File: src/rtl/rcdbpot_pipe.sv
// Multi-lane divide-by-2^shift with round-half-away-from-zero, signed offset and
// runtime clamp; two register stages with valid/ready flow control and a sticky saturation counter.
module rcdbpot_pipe #(
    parameter int unsigned LANES   = 4,
    parameter int unsigned DATA_W  = 32,
    parameter int unsigned OUT_W   = 8,
    parameter int unsigned SHIFT_W = 5,
    parameter int unsigned CNT_W   = 16
) (
    input  logic                      clk,
    input  logic                      reset_n,
    input  logic                      in_valid,
    output logic                      in_ready,
    input  logic [LANES*DATA_W-1:0]   in_data,
    input  logic [SHIFT_W-1:0]        in_shift,
    input  logic [DATA_W-1:0]         in_offset,
    input  logic [OUT_W-1:0]          in_act_min,
    input  logic [OUT_W-1:0]          in_act_max,
    output logic                      out_valid,
    input  logic                      out_ready,
    output logic [LANES*OUT_W-1:0]    out_data,
    output logic [CNT_W-1:0]          sat_count,
    input  logic                      sat_clear
);

    localparam int unsigned VW = DATA_W + 2;

    logic                     w_en;
    logic signed [DATA_W-1:0] w_div [LANES];
    logic signed [DATA_W-1:0] w_q   [LANES];
    logic [LANES-1:0]         w_rnd;
    logic [DATA_W-1:0]        w_mask;
    logic [DATA_W-1:0]        w_half;

    logic                     r_s1_valid;
    logic signed [DATA_W-1:0] r_s1_q [LANES];
    logic [LANES-1:0]         r_s1_rnd;
    logic [DATA_W-1:0]        r_s1_off;
    logic [OUT_W-1:0]         r_s1_min;
    logic [OUT_W-1:0]         r_s1_max;

    logic signed [VW-1:0]     w_v [LANES];
    logic signed [VW-1:0]     w_lo;
    logic signed [VW-1:0]     w_hi;
    logic [LANES-1:0]         w_sat;
    logic [LANES*OUT_W-1:0]   w_res;
    logic [CNT_W:0]           w_nsat;
    logic [CNT_W:0]           w_sum;
    logic [CNT_W-1:0]         w_cnt_next;

    logic                     r_s2_valid;
    logic [LANES*OUT_W-1:0]   r_out_data;
    logic [CNT_W-1:0]         r_sat_count;

    assign w_en      = !r_s2_valid || out_ready;
    assign in_ready  = w_en;
    assign out_valid = r_s2_valid;
    assign out_data  = r_out_data;
    assign sat_count = r_sat_count;

    // Round up when the discarded fraction exceeds one half; negative ties need one more to fall to floor.
    always_comb begin
        w_div  = '{default: '0};
        w_q    = '{default: '0};
        w_rnd  = '0;
        w_mask = ~({DATA_W{1'b1}} << in_shift);
        w_half = w_mask >> 1;
        for (int unsigned i = 0; i < LANES; i++) begin
            w_div[i] = in_data[i*DATA_W +: DATA_W];
            w_q[i]   = w_div[i] >>> in_shift;
            w_rnd[i] = ($unsigned(w_div[i]) & w_mask) >
                       (w_half + {{(DATA_W-1){1'b0}}, w_div[i][DATA_W-1]});
        end
    end

    always_ff @(posedge clk or negedge reset_n) begin
        if (!reset_n) begin
            r_s1_valid <= 1'b0;
            r_s1_q     <= '{default: '0};
            r_s1_rnd   <= '0;
            r_s1_off   <= '0;
            r_s1_min   <= '0;
            r_s1_max   <= '0;
        end else if (w_en) begin
            r_s1_valid <= in_valid;
            r_s1_q     <= w_q;
            r_s1_rnd   <= w_rnd;
            r_s1_off   <= in_offset;
            r_s1_min   <= in_act_min;
            r_s1_max   <= in_act_max;
        end
    end

    always_comb begin
        w_v    = '{default: '0};
        w_sat  = '0;
        w_res  = '0;
        w_nsat = '0;
        w_lo   = {{(VW-OUT_W){r_s1_min[OUT_W-1]}}, r_s1_min};
        w_hi   = {{(VW-OUT_W){r_s1_max[OUT_W-1]}}, r_s1_max};
        for (int unsigned i = 0; i < LANES; i++) begin
            w_v[i] = {{2{r_s1_q[i][DATA_W-1]}}, r_s1_q[i]}
                   + {{(VW-1){1'b0}}, r_s1_rnd[i]}
                   + {{2{r_s1_off[DATA_W-1]}}, r_s1_off};
            if (w_v[i] < w_lo) begin
                w_sat[i]                  = 1'b1;
                w_res[i*OUT_W +: OUT_W]   = w_lo[OUT_W-1:0];
            end else if (w_v[i] > w_hi) begin
                w_sat[i]                  = 1'b1;
                w_res[i*OUT_W +: OUT_W]   = w_hi[OUT_W-1:0];
            end else begin
                w_res[i*OUT_W +: OUT_W]   = w_v[i][OUT_W-1:0];
            end
            w_nsat = w_nsat + {{CNT_W{1'b0}}, w_sat[i]};
        end
        w_sum      = {1'b0, r_sat_count} + w_nsat;
        w_cnt_next = w_sum[CNT_W] ? '1 : w_sum[CNT_W-1:0];
    end

    always_ff @(posedge clk or negedge reset_n) begin
        if (!reset_n) begin
            r_s2_valid <= 1'b0;
            r_out_data <= '0;
        end else if (w_en) begin
            r_s2_valid <= r_s1_valid;
            if (r_s1_valid) begin
                r_out_data <= w_res;
            end
        end
    end

    always_ff @(posedge clk or negedge reset_n) begin
        if (!reset_n) begin
            r_sat_count <= '0;
        end else if (sat_clear) begin
            r_sat_count <= '0;
        end else if (w_en && r_s1_valid) begin
            r_sat_count <= w_cnt_next;
        end
    end

endmodule
File: config.mk
export PLATFORM = sky130hd
export DESIGN_NAME = rcdbpot_pipe
export DESIGN_NICKNAME = d
export VERILOG_FILES = /design/src/rtl/rcdbpot_pipe.sv
export SDC_FILE = /design/constraint.sdc
export NUM_CORES = 2
export LEC_CHECK = 0
export BUFFER_PORTS_ARGS = -buffer_cell sky130_fd_sc_hd__buf_2
export CAP_MARGIN = 20
export CORE_MARGIN = 8
export CORE_UTILIZATION = 30
export CTS_CLUSTER_DIAMETER = 100
export CTS_CLUSTER_SIZE = 16
export DETAILED_ROUTE_END_ITERATION = 10
export GPL_TIMING_DRIVEN = 0
export MAX_ROUTING_LAYER = met4
export PLACE_DENSITY = 0.54
export SETUP_SLACK_MARGIN = 0.1
export SYNTH_ARGS = -nofsm -noshare
export SYNTH_HDL_FRONTEND = slang
export SYNTH_SLANG_ARGS = --single-unit
export TNS_END_PERCENT = 100
File: constraint.sdc
create_clock -name clk -period 10.2 [get_ports clk]
set_input_delay 0 -clock clk [delete_from_list [all_inputs] [get_ports clk]]
set_output_delay 0 -clock clk [all_outputs]
set_load 0.05 [all_outputs]
=== After elaboration in Yosys (flattened, before gate mapping) ===
Cells that the tools add are included.

* Add/sub/neg operators: 16
* $lt $le $gt $ge: 12
* Shifts and indexed selects: 5
* Muxes and demuxes: 19
* Bitwise operators: 5
* Reductions and logical operators: 5

{| class="wikitable"
|+ Operators with widths
! kind !! count
|-
| 33-bit by 32-bit adder with 34-bit output || 4
|-
| 34-bit by 8-bit greater-than comparator with 1-bit output || 4
|-
| 34-bit by 8-bit < comparator with 1-bit output || 4
|-
| 32-bit by 2-bit adder with 33-bit output || 4
|-
| 31-bit by 1-bit adder with 32-bit output || 4
|-
| 32-bit bitwise AND || 4
|-
| 32-bit greater-than comparator || 4
|-
| 32-bit by 5-bit >>> shifter with 32-bit output || 4
|-
| 8-bit 2-to-1 mux || 8
|-
| 16-bit 2-to-1 mux || 3
|-
| 32-bit NOT || 1
|-
| 32-bit by 5-bit left shift with 32-bit output (first input constant) || 1
|-
| 16-bit by 4-bit adder with 17-bit output || 1
|-
| 1-bit 2-to-1 mux || 8
|-
| 3-bit by 1-bit adder with 4-bit output || 1
|-
| 2-bit by 1-bit adder with 3-bit output || 1
|-
| 1-bit by 1-bit adder with 2-bit output || 1
|-
| 2-bit AND reduction || 1
|-
| 2-bit nonzero test || 1
|-
| 1-bit logical AND || 1
|-
| 1-bit logical NOT || 1
|-
| 1-bit logical OR || 1
|}

* Register bits after elaboration: 230
* Input bits: 186
* Output and inout bits: 50
* Word-level logic and storage cells: 74

=== Logic depth before layout (Yosys ltp) ===
* Depth after elaboration: 12
* Depth in mapped cells: 33

=== Worst setup path after synthesis ===
No wires, ideal clock.

* Path type: flip-flop to flip-flop
* Start: register r_s1_max[7]
* End: register r_sat_count[0], in the netlist sat_count[0]
* Arrival: 7.209 ns
* Path slack: 2.891 ns
* Stages on the path, launching flop included: 21
* Cell sequence: dfrtp_1 -> inv_1 -> ha_1 -> a21o_1 -> a21o_1 -> a221o_1 -> o211ai_1 -> and4b_1 -> mux2i_1 -> buf_2 -> nor2_1 -> fa_1 -> fa_1 -> inv_1 -> fa_1 -> and3_1 -> nand2_1 -> or3_1 -> or2_2 -> clkbuf_1 -> a311oi_1

* Longest elaborated chain between the ends: 10
* Elaborated cells between the ends (all ways): 19
* Classes of those cells: add/sub (4); order compare (4); mux (11)

{| class="wikitable"
|+ Ends and longest elaborated chain
! element !! RTL line !! RTL
|-
| start, declared || 40 || <nowiki>logic [OUT_W-1:0] r_s1_max;</nowiki>
|-
| start signal, assigned || 90 || <nowiki>r_s1_max <= in_act_max;</nowiki>
|-
| 34-bit by 8-bit greater-than comparator with 1-bit output || 108 || <nowiki>end else if (w_v[i] > w_hi) begin</nowiki>
|-
| 1-bit 2-to-1 mux || 108 ||
|-
| 1-bit 2-to-1 mux || 105 || <nowiki>if (w_v[i] < w_lo) begin</nowiki>
|-
| 1-bit by 1-bit adder with 2-bit output || 114 || <nowiki>w_nsat = w_nsat + {{CNT_W{1'b0}}, w_sat[i]};</nowiki>
|-
| 2-bit by 1-bit adder with 3-bit output || 114 ||
|-
| 3-bit by 1-bit adder with 4-bit output (*) || 114 ||
|-
| 16-bit by 4-bit adder with 17-bit output (*) || 116 || <nowiki>w_sum = {1'b0, r_sat_count} + w_nsat;</nowiki>
|-
| 16-bit 2-to-1 mux (*) || 117 || <nowiki>w_cnt_next = w_sum[CNT_W] ? '1 : w_sum[CNT_W-1:0];</nowiki>
|-
| 16-bit 2-to-1 mux (*) || 137 || <nowiki>end else if (w_en && r_s1_valid) begin</nowiki>
|-
| 16-bit 2-to-1 mux (*) || 135 || <nowiki>end else if (sat_clear) begin</nowiki>
|-
| end signal, assigned || 138 || <nowiki>r_sat_count <= w_cnt_next;</nowiki>
|-
| end, declared || 53 || <nowiki>logic [CNT_W-1:0] r_sat_count;</nowiki>
|}

Every way passes the cells marked *; elsewhere a longest branch is shown, timed or not. The select of a mux whose other input is x is not followed.
A chain may end at the register's enable or synchronous reset.

=== Worst setup path after layout ===
* Start: register r_s1_off[0]
* End: register r_sat_count[0], in the netlist sat_count[0]

* Longest elaborated chain between the ends: 11
* Elaborated cells between the ends (all ways): 27
* Classes of those cells: add/sub (8); order compare (8); mux (11)

{| class="wikitable"
|+ Ends and longest elaborated chain
! element !! RTL line !! RTL
|-
| start, declared || 38 || <nowiki>logic [DATA_W-1:0] r_s1_off;</nowiki>
|-
| start signal, assigned || 88 || <nowiki>r_s1_off <= in_offset;</nowiki>
|-
| 33-bit by 32-bit adder with 34-bit output || 104 || <nowiki>+ {{2{r_s1_off[DATA_W-1]}}, r_s1_off};</nowiki>
|-
| 34-bit by 8-bit greater-than comparator with 1-bit output || 108 ||
|-
| 1-bit 2-to-1 mux || 108 ||
|-
| 1-bit 2-to-1 mux || 105 ||
|-
| 1-bit by 1-bit adder with 2-bit output || 114 ||
|-
| 2-bit by 1-bit adder with 3-bit output || 114 ||
|-
| 3-bit by 1-bit adder with 4-bit output (*) || 114 ||
|-
| 16-bit by 4-bit adder with 17-bit output (*) || 116 ||
|-
| 16-bit 2-to-1 mux (*) || 117 ||
|-
| 16-bit 2-to-1 mux (*) || 137 ||
|-
| 16-bit 2-to-1 mux (*) || 135 ||
|}

Marks and branches as above.

==> PnR_summary.wiki <==
{| class="wikitable"
! Metric !! Value
|-
| Result of the run || finished, final reports clean
|-
| Dominant cell by count in the synthesized netlist || nand2_1
|-
| Number of vias per cell || 5.87
|-
| Total gr overflow || 0
|-
| Share of post-route cells with drive strength above 1 || 10.2%
|-
| Proportion of netlist area held by the largest area contributor || 19.8%
|-
| Chip height || 348 um
|-
| Port-buffer cells || 230
|-
| Number of enable flip-flop cells after synthesis || 0
|-
| Standard-cell row count || 122
|-
| Cells taking the most area after synthesis || ha_1 20%, dfrtp_1 17%, nand2_1 7.1%, mux4_2 5.4%, a21oi_1 5.2%
|-
| Wire length of the first global-routing pass || 237000 um
|-
| Combinational group share of total power || 72.0%
|-
| Number of clock buffers inserted by TritonCTS || 18
|-
| Met1 capacity usage during global routing || 34.0%
|-
| Total Die Area || 121000 um^2
|-
| Top cell by count, worst path || fa_1
|-
| Library cell used as clock root buffer || clkbuf_16
|-
| Average detailed-routed wire length per instance || 27.6 um
|-
| Final number of max-transition violations || 0
|-
| Detailed-routing iteration count for the pre-antenna-repair pass || 5
|-
| Most instantiated cells after synthesis || 624 x nand2_1, 525 x ha_1, 344 x a21oi_1
|-
| Internal power || 3400 uW
|-
| Number of nets in the layout || 5203
|-
| Unique masters post-synth || 85
|-
| Number of design-rule violations left by the first detailed-router iteration || 3555
|-
| Synthesized net count || 4891
|-
| Setup repair after global routing missed its margin || no
|-
| Clock transition at the register clock pins on the worst setup and hold paths after CTS || 0.08 ns
|-
| Critical Path Fanout Max || 10
|-
| Sum of negative setup slack || 0 ns
|-
| Busiest layer in global routing || met2
|-
| Number of nets still failing antenna checks after routing || 0
|-
| # clock sinks || 230
|-
| Yosys warning count || 0
|-
| Syn avg cell area || 7.94 um^2
|-
| HP Class || in -> async
|-
| Via count of the first global-routing pass || 34200
|-
| Number of standard cells after synthesis || 4169
|-
| Number of storage elements in the synthesis netlist || 230
|-
| Std-Cell Core Area || 110000 um^2
|-
| Total setup violations reported at the end of the flow || 0
|-
| Overall track demand over capacity in global routing || 26.9%
|-
| Clk_skew || 0.0531 ns
|-
| Number of levels in the clock H-tree || 1
|-
| Maximum number of pins on one net before global-route repair || 113
|-
| Sort of element at the start of the critical path || flop
|-
| Total routed wirelength || 165000 um
|-
| Number of resized instances in the post-cts repair step || 0
|-
| Worst hold slack || 0.107 ns
|-
| Max-cap check violation count || 0
|-
| Final hold violation count || 0
|-
| Power per cell area || 193 nW/um^2
|-
| IR drop worst, VDD || 0.0000996 V
|-
| Initial Utilization || 30.1%
|-
| Met3 layer usage reported by global route || 4.11%
|-
| Worst-Skew Late Latency || 0.55 ns
|-
| Detail Placement HPWL || 138000 um
|-
| Switching power || 3810 uW
|-
| Yosys top cell by area || ha_1
|-
| Maximum root-to-sink buffer count || 3
|-
| Maximum clock rate || 0.112 GHz
|-
| Number of filler instances in the final layout || 12000
|-
| Critical setup path kind || reg -> reg
|-
| Share of total power in the clock network || 9.5%
|-
| Measured slew at the worst slew-check pin || 1.17 ns
|-
| Data arrival time of the worst path || 9.34 ns
|-
| Share of power burned in registers || 18.4%
|-
| Routability Congestion || 1.08
|-
| Worst slew margin relative to its limit || 21.3%
|-
| Sequential cell area fraction in the yosys report || 17.4%
|-
| Ys async rst share || 100%
|-
| CP Capture Type || flop
|-
| Boundary pin count || 236
|-
| Pleak || 0.0169 uW
|-
| Total via count in the routed design || 35100
|-
| Net switching share of the total power || 52.9%
|-
| Met2 Usage GRT || 41.7%
|-
| Cell type of the slowest stage on the worst timing path || nor4_1
|-
| Dominant register cell in the synthesized netlist || dfrtp_1
|-
| Min cycle time layout || 8.89 ns
|-
| Ratio of final minimum period to clock period || 87.2%
|-
| Number of antenna violations at the first check in global routing || 5
|-
| Clock tree from TritonCTS || yes
|-
| Cell area after technology mapping || 33100 um^2
|-
| Relative area change from synthesis to final layout || 12.7%
|-
| Total DRC errors in the routed layout || 0
|-
| Die boundary width || 348 um
|-
| Required time worst endpoint || 10.65 ns
|-
| Slowest Stage Delay on Critical Path || 0.64 ns
|}
cell type report:
type / count / area, um^2 / share of cell area, %
Inverter: 90 / 343 / 0.919
Clock inverter: 2 / 25.0 / 0.0670
Timing Repair Buffer: 292 / 1840 / 4.93
Clock buffer: 19 / 464 / 1.24
Tap cell: 1488 / 1860 / 4.99
Multi-Input combinational cell: 3624 / 26100 / 70.0
Sequential cell: 230 / 5760 / 15.4
Buffer: 225 / 898 / 2.41
Antenna cell: 4 / 10.0 / 0.0268
kinds of logic (layout without fill, tap and decap cells):
| family | count (synthesis) | count (layout) | share of synthesized area, % |
|---|---|---|---|
| simple gates | 1445 | 1445 | 20.1 |
| compound gates | 1253 | 1253 | 24.0 |
| fa+ha+maj | 536 | 536 | 20.5 |
| buf+inv | 315 | 628 | 3.73 |
| flops | 230 | 230 | 17.4 |
| mux | 223 | 223 | 9.91 |
| xor+xnor | 167 | 167 | 4.42 |
| other cells | 0 | 4 | 0 |
state kept, by name, summed over array words and instances, names as in the netlist:
signal      cells
r_s1_off       32
out_valid       1
sat_count      16
r_s1_valid      1
r_s1_q        128
r_s1_rnd        4
r_s1_min        8
r_s1_max        8
out_data       32
worst max-delay path: cells and delay by family, from the launching register on:
kind                       cells  cell delay, ns
adders and majority gates      6            2.43
buffers and inverters          4            0.88
AOI/OAI and AO/OA              8            1.95
muxes                          1            0.59
DFF                            1            0.32
and+or+nand+nor               10            2.58
timing repair:
item,in CTS,in global routing
hold buffers,52,0
buffers inserted,0,0
endpoints found under the hold margin,175,0
endpoints found under the setup margin,0,0
layout by cell type, fill, tap and decap left out, drive strengths merged, types with 12 or more instances in the layout:
master / n
o21bai: 17
nand2: 624
mux2i: 104
clkbuf: 176
a31oi: 61
nand2b: 31
buf: 308
xnor2: 109
a211oi: 67
a21o: 137
mux4: 80
and3: 43
nor2: 304
and2: 93
o31ai: 16
ha: 525
o21a: 89
or2: 12
nand4: 81
inv: 91
nor3: 38
dfrtp: 230
nand3: 82
o211ai: 67
a21oi: 346
dlygate4sd3: 52
xor2: 58
mux2: 39
nor2b: 90
o221ai: 23
o21ai: 306
stage by stage:
stage	worst slack (ns)	power [uW]	instance area (um^2)	instances	utilization, %
2_1_floorplan	2.89	4840	33100	4169	-
3_3_place_gp	0.999	6330	36100	5887	32.8
3_5_place_dp	1.39	6430	36300	5896	33.0
4_1_cts	1.33	7160	37300	5969	33.9
5_1_grt	0.765	7810	37300	5972	33.9
6_report	1.31	7210	37300	5974	33.9
worst paths after layout:
| check | endpoint | cells after the start | startpoint | slack [ns] |
|---|---|---|---|---|
| max in group asynchronous | r_s1_off[20] | 4 | reset_n | 9.00 |
| worst min-delay path | sat_count[14] | 3 | reset_n | 0.11 |
| worst max register to register | sat_count[0] | 29 | r_s1_off[0] | 1.31 |
| min in group clk | r_s1_q[62] | 5 | in_data[94] | 0.12 |
| worst max-delay path | sat_count[0] | 29 | r_s1_off[0] | 1.31 |
| worst min register to register | out_data[6] | 1 | out_data[6] | 0.48 |
power groups by stage:
stage	clock, uW	sequential [uW]	combinational (uW)
4_1_cts	706	1320	5130
5_1_grt	728	1340	5740
3_5_place_dp	0	1340	5090
2_1_floorplan	0	1450	3390
6_report	688	1330	5190
3_3_place_gp	0	1340	4990
layer usage:
metal	vias up	wire, um
met5	-	0
met4	0	10200
met3	407	12700
met2	1695	73000
met1	17000	69200
li1	16000	-
Power figures use the tool's default switching activity.
